<file path="src/rtl/weight_sram_sched.sv">
// Single-port scheduler for the weight SRAM: interleaves loader writes with
// PE-array burst reads, times the read-path OE and flags out-of-range words.
module weight_sram_sched #(
    parameter int DEPTH   = 196608,
    parameter int MAX_LEN = 256
) (
    input  logic        clk,
    input  logic        rstn,
    input  logic        wr_valid,
    input  logic [17:0] wr_addr,
    input  logic [15:0] wr_data,
    output logic        wr_ready,
    input  logic        rd_start,
    input  logic [17:0] rd_base,
    input  logic [8:0]  rd_len,
    output logic        rd_busy,
    output logic [15:0] rd_data,
    output logic        rd_data_valid,
    output logic        rd_last,
    output logic        rd_done,
    output logic        addr_err,
    input  logic        err_clr,
    output logic        mem_cs,
    output logic        mem_oe,
    output logic        mem_web,
    output logic [17:0] mem_addr,
    output logic [15:0] mem_wdata,
    input  logic [15:0] mem_rdata
);

    typedef enum logic {IDLE, RD} state_t;

    localparam logic [18:0] DEPTH_W   = 19'(DEPTH);
    localparam logic [9:0]  MAX_LEN_W = 10'(MAX_LEN);

    state_t      state, state_nxt;
    logic [17:0] rd_addr;
    logic [8:0]  rd_remaining;
    logic        prefer_wr;
    logic        p1_valid, p1_err, p1_last, oe_q;
    logic [17:0] mem_addr_q;
    logic [15:0] mem_wdata_q;
    logic        grant_wr, grant_rd;
    logic        wr_oor, rd_oor, last_beat, start_ok, err_set;

    assign wr_oor    = {1'b0, wr_addr} >= DEPTH_W;
    assign rd_oor    = {1'b0, rd_addr} >= DEPTH_W;
    assign last_beat = rd_remaining == 9'd1;

    // Busy covers the read pipeline tail so a new start waits for rd_done.
    assign rd_busy  = (state == RD) || p1_valid || rd_data_valid;
    assign start_ok = rd_start && !rd_busy && (rd_len != 9'd0)
                      && ({1'b0, rd_len} <= MAX_LEN_W);
    assign err_set  = (grant_wr && wr_oor) || (grant_rd && rd_oor);
    assign mem_oe   = oe_q;

    always_ff @(posedge clk or negedge rstn) begin
        if (!rstn) state <= IDLE;
        else       state <= state_nxt;
    end

    always_comb begin
        state_nxt = state;
        case (state)
            IDLE: if (start_ok) state_nxt = RD;
            RD:   if (grant_rd && last_beat) state_nxt = IDLE;
            default: state_nxt = IDLE;
        endcase
    end

    // Grants are gated by rstn so the SRAM port is quiet while reset is held.
    always_comb begin
        grant_wr  = 1'b0;
        grant_rd  = 1'b0;
        if (rstn) begin
            if (state == RD) begin
                grant_wr = wr_valid && prefer_wr;
                grant_rd = !grant_wr;
            end else begin
                grant_wr = wr_valid;
            end
        end
        wr_ready  = grant_wr;
        mem_cs    = (grant_wr && !wr_oor) || (grant_rd && !rd_oor);
        mem_web   = !(grant_wr && !wr_oor);
        mem_addr  = mem_addr_q;
        mem_wdata = mem_wdata_q;
        if (grant_wr) begin
            mem_addr  = wr_addr;
            mem_wdata = wr_data;
        end else if (grant_rd) begin
            mem_addr  = rd_addr;
        end
    end

    always_ff @(posedge clk or negedge rstn) begin
        if (!rstn) begin
            rd_addr       <= '0;
            rd_remaining  <= '0;
            prefer_wr     <= 1'b1;
            p1_valid      <= 1'b0;
            p1_err        <= 1'b0;
            p1_last       <= 1'b0;
            oe_q          <= 1'b0;
            rd_data       <= '0;
            rd_data_valid <= 1'b0;
            rd_last       <= 1'b0;
            rd_done       <= 1'b0;
            addr_err      <= 1'b0;
            mem_addr_q    <= '0;
            mem_wdata_q   <= '0;
        end else begin
            if (start_ok) begin
                rd_addr      <= rd_base;
                rd_remaining <= rd_len;
            end else if (grant_rd) begin
                rd_addr      <= rd_addr + 18'd1;
                rd_remaining <= rd_remaining - 9'd1;
            end
            // The pointer only moves on contended cycles, giving W,R,W,R.
            if (state == RD && wr_valid) prefer_wr <= !prefer_wr;
            p1_valid      <= grant_rd;
            p1_err        <= grant_rd && rd_oor;
            p1_last       <= grant_rd && last_beat;
            oe_q          <= grant_rd && !rd_oor;
            rd_data_valid <= p1_valid;
            rd_last       <= p1_last;
            rd_done       <= p1_last;
            if (p1_valid) rd_data <= p1_err ? 16'd0 : mem_rdata;
            if (err_set)      addr_err <= 1'b1;
            else if (err_clr) addr_err <= 1'b0;
            if (grant_wr) begin
                mem_addr_q  <= wr_addr;
                mem_wdata_q <= wr_data;
            end else if (grant_rd) begin
                mem_addr_q  <= rd_addr;
            end
        end
    end

endmodule

</file>
<file path="config.mk">
export PLATFORM = sky130hd
export DESIGN_NAME = weight_sram_sched
export DESIGN_NICKNAME = d
export VERILOG_FILES = /design/src/rtl/weight_sram_sched.sv
export SDC_FILE = /design/constraint.sdc
export NUM_CORES = 1
export LEC_CHECK = 0
export CAP_MARGIN = 5
export CORE_ASPECT_RATIO = 0.6
export CORE_MARGIN = 1
export CORE_UTILIZATION = 45
export CTS_CLUSTER_SIZE = 25
export DETAILED_ROUTE_END_ITERATION = 10
export PLACE_DENSITY_LB_ADDON = 0.3
export REMOVE_ABC_BUFFERS = 1
export SLEW_MARGIN = 20
export SYNTH_ARGS = -nofsm -noshare
export SYNTH_HDL_FRONTEND = slang
export SYNTH_SLANG_ARGS = --single-unit
</file>
<file path="constraint.sdc">
create_clock -name clk -period 2.95 [get_ports clk]
set_clock_uncertainty 0.15 [all_clocks]
set_input_delay 0.295 -clock clk [delete_from_list [all_inputs] [get_ports clk]]
set_output_delay 0.295 -clock clk [all_outputs]
set_load 0.02 [all_outputs]
</file>
==> impl_metrics.yaml <==
status:
  outcome: "complete, no violations"
placement:
  placed_cell_area_um2: 5570
  dpl.hpwl_um: 7570
  gp_congestion: 0.830
  io_buffers: 140
  dp.cells: 691
pwr:
  power.share.sequential_pct: 35.3
  p_clk_share_pct: 18.8
  pwr-share-comb_pct: 45.9
  ir_drop_v: 0.000670
  p_leak_nw: 2.77
  p_per_area_nw_per_um2: 991
  switching_share_pct: 39.6
  internal-power_w: 0.00354
  power_switching_w: 0.00232
min_path:
  hold_path_class: "flop to flop"
sta:
  finalSetupTns_ns: 0
  worstMarginPinSlew_ns: 0.932
  timing.slew.headroom_pct: 37.6
  finalSetupViolCount: 0
  finalMaxSlewViolations: 0
  fin_crit_sh_pct: 95.0
  grt_setup_unrepaired: "no"
  hold_violations: 0
  min_period_ns: 2.80
  fmax_ghz: 0.357
  whs_ns: 0.199
critical_path:
  cp-start-kind: "input pin"
  cp_max_fo: 22
  crit_family: "buffers and inverters"
  worstPathCellList: "dlygate4sd3_1 > buf_4 > o211ai_1 > buf_4 > buf_12 > buf_4 > nand2_1 > nand2_1 > clkdlybuf4s50_1"
  timing_worst_setup_path_type: "input pin to output pin"
  cpPeakStageDelay_ns: 0.60
  cp.arrival_ns: 2.36
  required_ns: 2.51
  slowest_stage: "clkdlybuf4s50_1"
  timing.critical_path.mode_cell: "buf_4"
  path_buf_inv: 6
  crit_path_end_kind: "output pin"
layout:
  nFillCells: 691
  nNetsFinal: 678
  fin_util_pct: 69.2
  syn_to_final_growth_pct: 48.4
  design_area_um2: 5920
  seq_area_um2: 2150
  drive_gt1_share_pct: 7.36
  layout.cells.non_filler: 710
  multi_input_area_um2: 1650
  antennaDiodeCount: 0
global_routing:
  grt_overflow_total: 0
  grt_antenna_before_repair: 0
  grt_use_total_pct: 23.9
  grt_max_degree: 48
  grt_pass1_wl_um: 16800
  grt_pass1_vias: 3477
routing:
  initialDrtViolationCount: 186
  dr.pass1.iters: 4
  drc: 0
  drtAntennaViolNets: 0
  via_per_inst: 5.28
  wl_um: 10800
  vias: 3752
  wl_per_cell_um: 15.3
floorplanning:
  start_util_pct: 46.7
  die_height_um: 75.0
  rows: 26
  die_x_um: 124
  die_area_um2: 9260
  ios: 141
  core-area_um2: 8560
clocking:
  cts_made_buffers: 9
  cts_buffer_depth: 2
  htree_levels: 3
  clkSlewWorstSetupHoldPaths_ns: 0.06
  cts_tree: "done"
  cts_root_buf: "clkbuf_16"
  clock_latency_ns: 0.34
  clock_sinks: 86
synthesis:
  synth_seq_cells: 86
  synth_area_leaders: "dfrtp_1 (53%), nand2_1 (11%), o21ai_0 (3.9%), nor2_1 (3.3%), nand3b_1 (3.0%)"
  synth-edff-count: 0
  synthTopCellsByCount: "nand2_1 (114), dfrtp_1 (85), nor2_1 (35)"
  syn-mean-instance-area_um2: 8.91
  ys_seq_area_share_pct: 53.9
  synth-async-reset-ratio_pct: 100
  yosys.area.top_type_share_pct: 53.3
  yosysMostFrequentCell: "nand2_1"
  synth_cells: 448
  syn_area_um2: 3990
  synthDistinctLibCells: 44
  yosysTopAreaCell: "dfrtp_1"
  yosysWarnings: 0
  synthFlopType: "dfrtp_1"
flow_run:
  cap_violations: 0
-- metrics by stage --
step	power [W]	setup slack, ns
after floorplan	0.00347	-1.79
after global placement	0.00472	0.159
after detailed placement	0.00480	0.0806
after CTS	0.00593	0.00960
after global routing	0.00626	0.00631
final	0.00587	0.147
-- placed cells by master, fill, tap and decap left out, types with 4 or more instances in the layout --
cell type and n:
nor3_1 5, dfrtp_1 84, clkbuf_16 9, dlygate4sd2_1 4, nand3_1 12, nor4_1 6, and3_1 4, o21ai_0 31
a221o_1 6, nor2_1 35, a21oi_1 11, o211ai_1 5, nand3b_1 16, nor3b_1 4, nand4_1 4, clkdlybuf4s50_1 120
inv_1 23, nand2_1 114, xor2_1 4, a31oi_1 19, buf_4 16, nand2b_1 4, dlymetal6s2s_1 15
-- power by group through the flow --
stage                     Sequential (W)  Clock [W]  Combinational, W
final                            0.00207    0.00110           0.00269
after global placement           0.00205          0           0.00267
after global routing             0.00215    0.00117           0.00294
after detailed placement         0.00208          0           0.00272
after CTS                        0.00206    0.00113           0.00274
after floorplan                  0.00216          0           0.00131
-- sequential cells by signal, summed over array words and instances (netlist names) --
signal         flops
rd_data_valid      1
addr_err           1
rd_done            1
mem_oe             1
prefer_wr          1
mem_wdata_q       16
p1_err             1
rd_addr           18
mem_addr_q        18
p1_valid           1
rd_data           16
state              1
rd_remaining       9
p1_last            1
-- final timing paths --
| kind | startpoint | end | slack (ns) | cells past startpoint |
|---|---|---|---|---|
| max | rstn | mem_wdata[8] | 0.15 | 9 |
| min | p1_last$_DFF_PN0_ | rd_done$_DFF_PN0_ | 0.20 | 0 |
| max reg2reg | prefer_wr$_DFFE_PN1P_ | rd_remaining[4]$_DFFE_PN0P_ | 0.44 | 8 |
| min reg2reg | p1_last$_DFF_PN0_ | rd_done$_DFF_PN0_ | 0.20 | 0 |
| max in group asynchronous | rstn | state$_DFF_PN0_ | 1.69 | 3 |
| min in group asynchronous | rstn | rd_data[14]$_DFFE_PN0P_ | 0.49 | 3 |
-- cells by family (layout without fill, tap and decap cells) --
kind of cell | Yosys count | after routing | synth area share (%)
AO/OA/AOI/OAI | 90 | 90 | 14.0
XOR/XNOR | 7 | 7 | 1.54
adder cells (fa/ha/maj) | 3 | 3 | 0.941
buffers and inverters | 49 | 199 | 5.08
flip-flops | 86 | 86 | 53.9
AND/OR/NAND/NOR | 213 | 213 | 24.5
-- repair_timing --
item,in CTS,in global routing
pin swaps,1,0
hold buffers,1,0
setup buffers,2,0
hold endpoints to repair,85,0
endpoints found under the setup margin,27,24
gates resized for setup,5,17
-- layout make-up --
cell class,count,share of cell area [%]
inverter,25,1.63
tap,112,2.37
multi-input combinational,313,27.8
timing repair buffer,158,26.9
clock inverter,6,0.887
sequential,86,36.4
clock buffer,10,4.04
-- metal layers --
metal	global-route usage (%)	part of all wire [%]	vias to the layer above
met4	6.43	0.80	0
met1	33.8	48	1787
met2	35.6	43	129
met5	0	0	-
li1	-	-	1824
met3	7.80	7.6	12
No activity file was read; power rests on OpenSTA's default activity.
